--- src/rtl/axilite_pkg.sv ---
// Shared types and default widths for the AXI-Lite initiator bridge.
package axilite_pkg;

    localparam int AXI_ADDR_W = 12;
    localparam int AXI_DATA_W = 32;

    typedef enum logic [1:0] {
        W_IDLE,
        W_ADDR,
        W_DATA,
        W_DONE
    } wr_state_e;

    typedef enum logic [1:0] {
        R_IDLE,
        R_ADDR,
        R_DATA,
        R_DONE
    } rd_state_e;

endpackage

--- src/rtl/axilite_req_slot.sv ---
// One-deep request holding register. A push is stored when the slot is empty
// or is being popped in the same cycle; otherwise it is dropped and the sticky
// overflow flag is set.
module axilite_req_slot #(
    parameter int W = 8
) (
    input  logic         axi_aclk,
    input  logic         axi_aresetn,
    input  logic         push_i,
    input  logic         pop_i,
    input  logic [W-1:0] data_i,
    output logic         full_o,
    output logic [W-1:0] data_o,
    output logic         overflow_o
);

    logic         full_q, full_d;
    logic [W-1:0] data_q, data_d;
    logic         ovf_q, ovf_d;
    logic         accept;

    // Next-state: store, release, or flag a dropped request.
    always_comb begin
        accept = push_i && (!full_q || pop_i);
        full_d = full_q;
        data_d = data_q;
        ovf_d  = ovf_q;
        if (accept) begin
            full_d = 1'b1;
            data_d = data_i;
        end else if (pop_i) begin
            full_d = 1'b0;
        end
        if (push_i && !accept) ovf_d = 1'b1;
    end

    // Slot state registers.
    always_ff @(posedge axi_aclk or negedge axi_aresetn) begin
        if (!axi_aresetn) begin
            full_q <= 1'b0;
            data_q <= '0;
            ovf_q  <= 1'b0;
        end else begin
            full_q <= full_d;
            data_q <= data_d;
            ovf_q  <= ovf_d;
        end
    end

    assign full_o     = full_q;
    assign data_o     = data_q;
    assign overflow_o = ovf_q;

endmodule

--- src/rtl/axilite_master.sv ---
// Backend-to-AXI-Lite bridge: independent posted-write and read channels,
// each with a one-deep pending slot for requests arriving while busy.
module axilite_master
    import axilite_pkg::*;
#(
    parameter int ADDR_WIDTH = AXI_ADDR_W,
    parameter int DATA_WIDTH = AXI_DATA_W
) (
    input  logic                    axi_aclk,
    input  logic                    axi_aresetn,
    input  logic                    bk_wstart,
    input  logic [ADDR_WIDTH-1:0]   bk_waddr,
    input  logic [DATA_WIDTH-1:0]   bk_wdata,
    input  logic [DATA_WIDTH/8-1:0] bk_wstrb,
    output logic                    bk_wdone,
    input  logic                    bk_rstart,
    input  logic [ADDR_WIDTH-1:0]   bk_raddr,
    output logic [DATA_WIDTH-1:0]   bk_rdata,
    output logic                    bk_rdone,
    output logic                    wr_overflow,
    output logic                    rd_overflow,
    output logic                    axi_awvalid,
    output logic [ADDR_WIDTH-1:0]   axi_awaddr,
    input  logic                    axi_awready,
    output logic                    axi_wvalid,
    output logic [DATA_WIDTH-1:0]   axi_wdata,
    output logic [DATA_WIDTH/8-1:0] axi_wstrb,
    input  logic                    axi_wready,
    output logic                    axi_arvalid,
    output logic [ADDR_WIDTH-1:0]   axi_araddr,
    input  logic                    axi_arready,
    input  logic                    axi_rvalid,
    input  logic [DATA_WIDTH-1:0]   axi_rdata,
    output logic                    axi_rready
);

    localparam int STRB_W = DATA_WIDTH / 8;
    localparam int WPL_W  = ADDR_WIDTH + DATA_WIDTH + STRB_W;

    // ---------------- write channel ----------------
    wr_state_e               w_state_q, w_state_d;
    logic [ADDR_WIDTH-1:0]   awaddr_q, awaddr_d;
    logic [DATA_WIDTH-1:0]   wdata_q, wdata_d;
    logic [STRB_W-1:0]       wstrb_q, wstrb_d;
    logic                    wdone_q;
    logic                    w_launch, w_direct, wslot_full, wslot_pop;
    logic [WPL_W-1:0]        wslot_dout;

    // A request may go straight to the bus when idle, or when finishing with
    // nothing pending; any other request is offered to the slot.
    assign w_launch  = (w_state_q == W_IDLE) || (w_state_q == W_DONE);
    assign w_direct  = bk_wstart && w_launch && !wslot_full;
    assign wslot_pop = (w_state_q == W_DONE) && wslot_full;

    axilite_req_slot #(.W(WPL_W)) u_wslot (
        .axi_aclk    (axi_aclk),
        .axi_aresetn (axi_aresetn),
        .push_i      (bk_wstart && !w_direct),
        .pop_i       (wslot_pop),
        .data_i      ({bk_waddr, bk_wdata, bk_wstrb}),
        .full_o      (wslot_full),
        .data_o      (wslot_dout),
        .overflow_o  (wr_overflow)
    );

    // Write FSM: AW then W strictly in sequence; pending slot takes priority.
    always_comb begin
        w_state_d = w_state_q;
        awaddr_d  = awaddr_q;
        wdata_d   = wdata_q;
        wstrb_d   = wstrb_q;
        case (w_state_q)
            W_IDLE: if (w_direct) begin
                awaddr_d  = bk_waddr;
                wdata_d   = bk_wdata;
                wstrb_d   = bk_wstrb;
                w_state_d = W_ADDR;
            end
            W_ADDR: if (axi_awready) w_state_d = W_DATA;
            W_DATA: if (axi_wready)  w_state_d = W_DONE;
            W_DONE: begin
                if (wslot_full) begin
                    {awaddr_d, wdata_d, wstrb_d} = wslot_dout;
                    w_state_d = W_ADDR;
                end else if (w_direct) begin
                    awaddr_d  = bk_waddr;
                    wdata_d   = bk_wdata;
                    wstrb_d   = bk_wstrb;
                    w_state_d = W_ADDR;
                end else begin
                    w_state_d = W_IDLE;
                end
            end
            default: w_state_d = W_IDLE;
        endcase
    end

    // Write state/payload registers; done pulse follows the W_DONE cycle.
    always_ff @(posedge axi_aclk or negedge axi_aresetn) begin
        if (!axi_aresetn) begin
            w_state_q <= W_IDLE;
            awaddr_q  <= '0;
            wdata_q   <= '0;
            wstrb_q   <= '0;
            wdone_q   <= 1'b0;
        end else begin
            w_state_q <= w_state_d;
            awaddr_q  <= awaddr_d;
            wdata_q   <= wdata_d;
            wstrb_q   <= wstrb_d;
            wdone_q   <= (w_state_q == W_DONE);
        end
    end

    assign axi_awvalid = (w_state_q == W_ADDR);
    assign axi_wvalid  = (w_state_q == W_DATA);
    assign axi_awaddr  = awaddr_q;
    assign axi_wdata   = wdata_q;
    assign axi_wstrb   = wstrb_q;
    assign bk_wdone    = wdone_q;

    // ---------------- read channel ----------------
    rd_state_e               r_state_q, r_state_d;
    logic [ADDR_WIDTH-1:0]   araddr_q, araddr_d;
    logic [DATA_WIDTH-1:0]   rdata_q, rdata_d;
    logic                    r_launch, r_direct, rslot_full, rslot_pop;
    logic [ADDR_WIDTH-1:0]   rslot_dout;

    assign r_launch  = (r_state_q == R_IDLE) || (r_state_q == R_DONE);
    assign r_direct  = bk_rstart && r_launch && !rslot_full;
    assign rslot_pop = (r_state_q == R_DONE) && rslot_full;

    axilite_req_slot #(.W(ADDR_WIDTH)) u_rslot (
        .axi_aclk    (axi_aclk),
        .axi_aresetn (axi_aresetn),
        .push_i      (bk_rstart && !r_direct),
        .pop_i       (rslot_pop),
        .data_i      (bk_raddr),
        .full_o      (rslot_full),
        .data_o      (rslot_dout),
        .overflow_o  (rd_overflow)
    );

    // Read FSM: AR handshake, then wait for R and capture the data.
    always_comb begin
        r_state_d = r_state_q;
        araddr_d  = araddr_q;
        rdata_d   = rdata_q;
        case (r_state_q)
            R_IDLE: if (r_direct) begin
                araddr_d  = bk_raddr;
                r_state_d = R_ADDR;
            end
            R_ADDR: if (axi_arready) r_state_d = R_DATA;
            R_DATA: if (axi_rvalid) begin
                rdata_d   = axi_rdata;
                r_state_d = R_DONE;
            end
            R_DONE: begin
                if (rslot_full) begin
                    araddr_d  = rslot_dout;
                    r_state_d = R_ADDR;
                end else if (r_direct) begin
                    araddr_d  = bk_raddr;
                    r_state_d = R_ADDR;
                end else begin
                    r_state_d = R_IDLE;
                end
            end
            default: r_state_d = R_IDLE;
        endcase
    end

    // Read state/payload registers.
    always_ff @(posedge axi_aclk or negedge axi_aresetn) begin
        if (!axi_aresetn) begin
            r_state_q <= R_IDLE;
            araddr_q  <= '0;
            rdata_q   <= '0;
        end else begin
            r_state_q <= r_state_d;
            araddr_q  <= araddr_d;
            rdata_q   <= rdata_d;
        end
    end

    assign axi_arvalid = (r_state_q == R_ADDR);
    assign axi_rready  = (r_state_q == R_DATA);
    assign axi_araddr  = araddr_q;
    assign bk_rdata    = rdata_q;
    assign bk_rdone    = (r_state_q == R_DONE);

endmodule

--- config.mk ---
export PLATFORM = sky130hd
export DESIGN_NAME = axilite_master
export DESIGN_NICKNAME = d
export VERILOG_FILES = /design/src/rtl/axilite_pkg.sv /design/src/rtl/axilite_req_slot.sv /design/src/rtl/axilite_master.sv
export SDC_FILE = /design/constraint.sdc
export NUM_CORES = 1
export LEC_CHECK = 0
export CORE_UTILIZATION = 47
export CTS_BUF_LIST = sky130_fd_sc_hd__clkbuf_16
export DETAILED_ROUTE_END_ITERATION = 12
export PLACE_DENSITY = 0.8
export SLEW_MARGIN = 30
export SYNTH_ARGS = -nofsm -noshare
export SYNTH_HDL_FRONTEND = slang
export SYNTH_SLANG_ARGS = --single-unit
--- constraint.sdc ---
create_clock -name axi_aclk -period 2.6 [get_ports axi_aclk]
set_input_delay 0.39 -clock axi_aclk [delete_from_list [all_inputs] [get_ports axi_aclk]]
set_output_delay 0.39 -clock axi_aclk [all_outputs]
set_load 0.05 [all_outputs]
==> results by group, run 1 <==
Placement
  • IO buf count: 199
  • Post-Place Cells: 881
  • Place WS: 0.151 ns
  • RD Place Congestion: 0.799
  • Post-DP HPWL: 10600 um

Setup path
  • Crit path DAT: 2.77 ns
  • Levels on crit path: 7
  • Worst path cell trace: inv_1 -> ha_1 -> or3b_2 -> a21oi_4 -> buf_4 -> nor2_1 -> a21oi_1
  • Worst-path fanout max: 24
  • Crit path max-delay family: simple AND/OR/NAND/NOR gates
  • Startpoint class of the critical path: flop
  • FF-to-FF path depth: 7
  • Crit path capture type: flop
  • Worst Path Required: 2.94 ns
  • Slowest stage delay, CP: 0.65 ns
  • Critical path class: reg2reg
  • Worst path slowest cell: or3b_2
  • Critical path buffers and inverters: 2

Cells and area
  • Final net count: 833
  • Final cell count without fillers: 914
  • Layout cell share with drive strength beyond 1: 0.188
  • Antenna diodes: 0
  • Utilization after layout: 0.692
  • Commonest non-fill, non-tap cell in the layout: clkdlybuf4s50_1
  • Area added between synthesis and finish: 42.9%
  • Commonest non-fill, non-tap cells in the layout: 198 x clkdlybuf4s50_1, 161 x dfrtp_1, 92 x mux2_2, 72 x nor2_1, 62 x o22ai_1

Timing
  • Worst Tran Pin Value: 0.571 ns
  • Fin crit share: 0.936
  • Max-slew violations: 0
  • Final hold vios: 0
  • Post-route setup slack: 0.167 ns
  • Clock skew: 0.00936 ns
  • Tmin final: 2.43 ns
  • Rel. slew slack: 0.618
  • F_max: ~0.41 GHz
  • Final setup violating endpoints: 0
  • Final TNS setup: 0 ns
  • Unrepaired setup endpoints after global routing: no

Die
  • # IOs: 200
  • Die width: around 120 um
  • Initial core utilization: 0.485
  • Die area: ~14000 sq um
  • Num rows: 42
  • Floorplan die height: ~120 um
  • Core area: 13300 sq um

Routing
  • Post-route ant nets: 0
  • Vias per cell: 5.43
  • Final wirelength: 15900 um
  • Pre-Repair DR Iteration Count: 5
  • Initial DRC count: about 360
  • Residual DRC: 0
  • DR vias: between 4k and 5k
  • DR WL/cell: 17.4 um

Clocking
  • CTS H-tree lvls: 4
  • Post-CTS Setup Bufs: 0
  • CTS resizes: 0
  • CTS tree: built
  • CTS Buffer Depth: 2
  • CTS Root Cell: clkbuf_16
  • Clock transition at the registers of the reported paths: about 0.060 ns
  • Total CTS buffers: 17
  • Hold Buf Count CTS: 1
  • Clock Latency Late Sink: 0.43 ns
  • Clock Sink Count: 161

Power
  • Power density cells: 1600 nW/um^2
  • Internal: 8.15 mW
  • Seq pwr share: 0.304
  • Combinational power share: 0.537
  • Sw Ratio: 0.448
  • Peak VDD IR: 0.000863 V
  • Sw Pwr: 6.61 mW
  • P_leak: 3.86 nW
  • Clock share of power: 0.159

Global routing
  • Largest net degree at the start of global routing: 58
  • Grt ovf: 0
  • GRT Resource Usage Total: 0.235
  • Initial antenna violation count: 0
  • Vias in the first global route: 5108
  • First-pass GRT wire length: 25700 um

Yosys
  • Seq/Total Area, Yosys: 0.623
  • Net Count, Synth: between 600 and 700
  • Synth warn: 0
  • Synth area leader: dfrtp_1
  • Share of the synthesized area in the top cell type: 0.623
  • Register bit total from synthesis: between 150 and 200
  • Syn avg cell area: about 12 sq um
  • Mapped Area: approximately 6500 sq um
  • Synth top area cells: dfrtp_1 62%, mux2_2 16%, o22ai_1 6.0%
  • Mapped Cells: 525
  • Number of library cell types mapped by synthesis: 23

Outcome
  • Status: complete, no violations

Job
  • Max cap viols: 0

Worst hold path
  • Min-Delay Path Class: in2async
-- worst register-to-register path: cells and delay by family, from the launching register on --
family / cells / cell delay (ns)
AND/OR/NAND/NOR: 2 / 0.75
flip-flops: 1 / 0.40
AO/OA/AOI/OAI: 2 / 0.37
buffers and inverters: 2 / 0.41
adder cells (fa/ha/maj): 1 / 0.41
-- flip-flops by register name, summed over array words and instances (netlist names) --
name / cells
w_state_q: 2
axi_awaddr: 12
u_rslot.overflow_o: 1
axi_wdata: 32
u_wslot.full_o: 1
u_rslot.data_o: 12
bk_rdata: 32
bk_wdone: 1
axi_araddr: 12
u_rslot.full_o: 1
axi_wstrb: 4
r_state_q: 2
u_wslot.data_o: 48
u_wslot.overflow_o: 1
-- Yosys cell counts --
cell,number
o31ai_1,2
o21a_1,1
buf_1,7
nand3_1,2
buf_2,8
o22ai_1,62
o21ai_0,5
mux2i_1,2
ha_1,8
a2bb2oi_1,2
a31o_2,2
buf_4,3
a21oi_2,1
nand2b_1,2
mux2_2,92
nor2b_1,1
a21oi_1,52
or3b_1,1
dfrtp_1,161
nand2_1,9
inv_1,15
clkbuf_1,15
nor2_1,72
-- cells by family after synthesis --
family | synth area share
muxes | 0.163
and+or+nand+nor | 0.0528
AOI/OAI and AO/OA | 0.114
DFF | 0.623
adders and majority gates | 0.0155
buffers and inverters | 0.0311
-- path summary, 6_finish.rpt --
path / from / endpoint / slack [ns]
setup / recovery: w_state_q[0]$_DFFE_PN0P_ / axi_wdata[7]$_DFFE_PN0N_ / 0.17
hold / removal: axi_aresetn / axi_wdata[1]$_DFFE_PN0N_ / 0.49
setup reg to reg: w_state_q[0]$_DFFE_PN0P_ / axi_wdata[7]$_DFFE_PN0N_ / 0.17
hold reg to reg: u_rslot.overflow_o$_DFFE_PN0P_ / u_rslot.overflow_o$_DFFE_PN0P_ / 0.49
max in group asynchronous: axi_aresetn / bk_rdata[8]$_DFFE_PN0P_ / 1.42
min in group axi_aclk: u_rslot.overflow_o$_DFFE_PN0P_ / u_rslot.overflow_o$_DFFE_PN0P_ / 0.49
-- stage by stage --
step | hold WS (ns) | power, mW | area [sq um]
global placement | 0.386 | 12.1 | 8680
global route | 0.510 | 15.5 | 9240
CTS | 0.495 | 14.8 | 9240
finish | 0.487 | 14.8 | 9240
floorplan | 0.0944 | 9.85 | 6470
detailed placement | 0.391 | 12.4 | 8680
-- power by group through the flow --
stage	combinational (mW)	clock (mW)	sequential, mW
2_1_floorplan	3.01	0	6.84
3_5_place_dp	7.93	0	4.51
3_3_place_gp	7.70	0	4.43
6_report	7.93	2.35	4.49
5_1_grt	8.39	2.51	4.63
4_1_cts	7.97	2.39	4.48
-- metal layers --
layer | vias to the layer above | wire length, um | part of all wire | GRT usage
li1 | 2265 | - | - | -
met1 | 2473 | 6400 | 0.40 | 0.285
met2 | 203 | 8090 | 0.51 | 0.388
met3 | 19 | 1100 | 0.069 | 0.0656
met4 | 0 | 298 | 0.019 | 0.109
met5 | - | 0 | 0 | 0
-- area by class of cell --
| cell class | instances | area [sq um] |
|---|---|---|
| well taps | 176 | 220 |
| repair buffers | 214 | 2130 |
| clock buffers | 17 | 425 |
| clock inverters | 15 | 129 |
| inverters | 15 | 56.3 |
| multi-input cells | 316 | 2250 |
| fillers | 972 | 4110 |
| flip-flops and latches | 161 | 4030 |
Note: power is estimated with default switching activity, not from simulation.
==> inputs of run 2 (changes only) <==
--- a/config.mk
+++ b/config.mk
@@ -9,6 +9,7 @@
 export CTS_BUF_LIST = sky130_fd_sc_hd__clkbuf_16
 export DETAILED_ROUTE_END_ITERATION = 12
 export PLACE_DENSITY = 0.8
+export RECOVER_POWER = 25
 export SLEW_MARGIN = 30
 export SYNTH_ARGS = -nofsm -noshare
 export SYNTH_HDL_FRONTEND = slang
==> results by group, run 2 (synthesis gave the netlist of run 1 again) <==
Timing
  • F_max: 0.411 GHz (about the same)
  • Final TNS setup: 0 ns (unchanged)
  • Clock skew: 0.0105 ns (+0.00119 ns)
  • Unrepaired setup endpoints after global routing: no
  • Rel. slew slack: 0.0198 (-0.598)
  • Final setup violating endpoints: 0 (unchanged)
  • Tmin final: 2.43 ns (+0.000697 ns)
  • Max-slew violations: 0 (unchanged)
  • Fin crit share: 0.936 (about the same)
  • Final hold vios: 0 (unchanged)
  • Worst Tran Pin Value: 1.47 ns (+0.899 ns)

Clocking
  • CTS resizes: 0 (unchanged)
  • Total CTS buffers: 17 (unchanged)
  • CTS H-tree lvls: 4 (unchanged)
  • CTS Root Cell: clkbuf_16
  • Hold Buf Count CTS: 1 (unchanged)
  • Clock Sink Count: 161 (unchanged)
  • CTS tree: built
  • Post-CTS Setup Bufs: 0 (unchanged)
  • CTS Buffer Depth: 2 (unchanged)
  • Clock transition at the registers of the reported paths: 0.06 ns (about the same)
  • Clock Latency Late Sink: 0.43 ns (about the same)

Die
  • Die width: 119 um (unchanged)
  • Num rows: 42 (unchanged)
  • Initial core utilization: 0.485 (unchanged)
  • Core area: 13300 sq um (unchanged)
  • # IOs: 200 (unchanged)
  • Die area: 14200 sq um (unchanged)
  • Floorplan die height: 119 um (unchanged)

Routing
  • Residual DRC: 0 (unchanged)
  • Vias per cell: 5.43 (+0.12%)
  • Final wirelength: 15900 um (about the same)
  • Initial DRC count: 355 (-0.28%)
  • Post-route ant nets: 0 (unchanged)
  • DR vias: 4966 (+0.12%)
  • DR WL/cell: 17.4 um (about the same)
  • Pre-Repair DR Iteration Count: 5 (unchanged)

Setup path
  • Worst-path fanout max: 24 (unchanged)
  • Critical path buffers and inverters: 2 (unchanged)
  • Crit path max-delay family: simple AND/OR/NAND/NOR gates
  • Startpoint class of the critical path: flop
  • Critical path class: reg2reg
  • Worst path cell trace: inv_1 -> ha_1 -> or3b_2 -> a21oi_4 -> buf_4 -> nor2_1 -> a21oi_1
  • Crit path capture type: flop
  • Slowest stage delay, CP: 0.65 ns (about the same)
  • Crit path DAT: 2.77 ns (about the same)
  • Worst path slowest cell: or3b_2
  • Worst Path Required: 2.94 ns (about the same)

Placement
  • Post-DP HPWL: 10600 um (unchanged)
  • IO buf count: 199 (unchanged)
  • Post-Place Cells: 881 (unchanged)
  • RD Place Congestion: 0.799 (unchanged)

Cells and area
  • Area added between synthesis and finish: 42.8% (about the same)
  • Fill cell count: 973 (+0.10%)
  • Final cell count without fillers: 914 (unchanged)
  • Antenna diodes: 0 (unchanged)
  • Layout cell share with drive strength beyond 1: 0.188 (unchanged)
  • Commonest non-fill, non-tap cell in the layout: clkdlybuf4s50_1
  • Commonest non-fill, non-tap cells in the layout: 198 x clkdlybuf4s50_1, 161 x dfrtp_1, 92 x mux2_2, 72 x nor2_1, 62 x o22ai_1
  • Final net count: 833 (unchanged)
  • Max reg flops: 48 (unchanged)
  • Multi-input gate area: 2250 sq um (unchanged)
  • Sequential cell area: 4030 sq um (unchanged)

Outcome
  • Status: complete, no violations

Job
  • Max cap viols: 0 (unchanged)

Global routing
  • GRT Resource Usage Total: 0.235 (unchanged)
  • First-pass GRT wire length: 25700 um (unchanged)
  • Grt ovf: 0 (unchanged)
  • Initial antenna violation count: 0 (unchanged)
  • Vias in the first global route: 5108 (unchanged)
  • Largest net degree at the start of global routing: 58 (unchanged)

Power
  • P_leak: 3.86 nW (about the same)
  • Peak VDD IR: 0.000863 V (about the same)
  • Power density cells: 1600 nW/um^2 (about the same)

Worst hold path
  • Min-Delay Path Class: reg2reg
==> run 2: cell types whose count changed in the layout (fill, tap and decap cells not counted), sizes merged <==
cell | previous run | this run
buf | 15 | 14
clkbuf | 17 | 18
==> run 2: worst register-to-register path, stage by stage, from the launching register on <==
cell,delay [ns]
dfrtp_1,0.40
inv_1,0.11
ha_1,0.41
or3b_2,0.65
a21oi_4,0.21
buf_4,0.30
nor2_1,0.10
a21oi_1,0.16
==> run 2: path summary, 6_finish.rpt <==
kind	startpoint	endpoint	slack (ns)	cells past startpoint
hold / removal	u_rslot.overflow_o$_DFFE_PN0P_	u_rslot.overflow_o$_DFFE_PN0P_	0.49	1
setup reg to reg	w_state_q[0]$_DFFE_PN0P_	axi_wdata[7]$_DFFE_PN0N_	0.17	7
setup / recovery	w_state_q[0]$_DFFE_PN0P_	axi_wdata[7]$_DFFE_PN0N_	0.17	7
min in group asynchronous	axi_aresetn	axi_wdata[1]$_DFFE_PN0N_	0.85	2
hold reg to reg	u_rslot.overflow_o$_DFFE_PN0P_	u_rslot.overflow_o$_DFFE_PN0P_	0.49	1
max in group asynchronous	axi_aresetn	bk_rdata[8]$_DFFE_PN0P_	0.78	3
==> run 2: routing by layer <==
layer | share of wire | vias to the layer above | global-route usage
met5 | 0 | - | 0
met3 | 0.069 | 19 | 0.0656
met1 | 0.40 | 2482 | 0.285
met2 | 0.51 | 201 | 0.388
met4 | 0.018 | 0 | 0.109
li1 | - | 2264 | -
==> run 2: metrics by stage <==
| step | power, mW | setup slack (ns) | cell area [sq um] | util | hold slack (ns) |
|---|---|---|---|---|---|
| 5_1_grt | 15.5 | 0.0291 | 9240 | 0.692 | 0.510 |
| 2_1_floorplan | 9.85 | 0.606 | 6470 | - | 0.0944 |
| 3_3_place_gp | 12.1 | 0.258 | 8680 | 0.650 | 0.386 |
| 3_5_place_dp | 12.4 | 0.151 | 8680 | 0.650 | 0.391 |
| 6_report | 14.8 | 0.166 | 9240 | 0.692 | 0.488 |
| 4_1_cts | 14.8 | 0.149 | 9240 | 0.692 | 0.495 |
==> run 2: layout make-up <==
type / instances / share of cell area
tap: 176 / 0.0238
clock buffer: 17 / 0.0461
sequential: 161 / 0.436
inverter: 15 / 0.00610
clock inverter: 15 / 0.0140
timing repair buffer: 214 / 0.230
multi-input combinational: 316 / 0.244
==> run 2: report_power, final <==
group          switching [mW]  internal, mW
clock network           0.960          1.39
registers               0.702          3.79
logic                    4.95          2.97
total                    6.61          8.15
==> inputs of run 3 (changes only) <==
==> constraint.sdc (replaced) <==
create_clock -name axi_aclk -period 2.6 [get_ports axi_aclk]
set_input_delay 0.39 -clock axi_aclk [delete_from_list [all_inputs] [get_ports axi_aclk]]
set_output_delay 0.39 -clock axi_aclk [all_outputs]
set_load 0.005 [all_outputs]
==> results of run 3 <==
The final DEF is identical to that of run 2. Status: complete, no violations.
Among the figures that moved: total power 14.8 mW -> 12.2 mW; worst IR drop on VDD 0.000863 V -> 0.000846 V
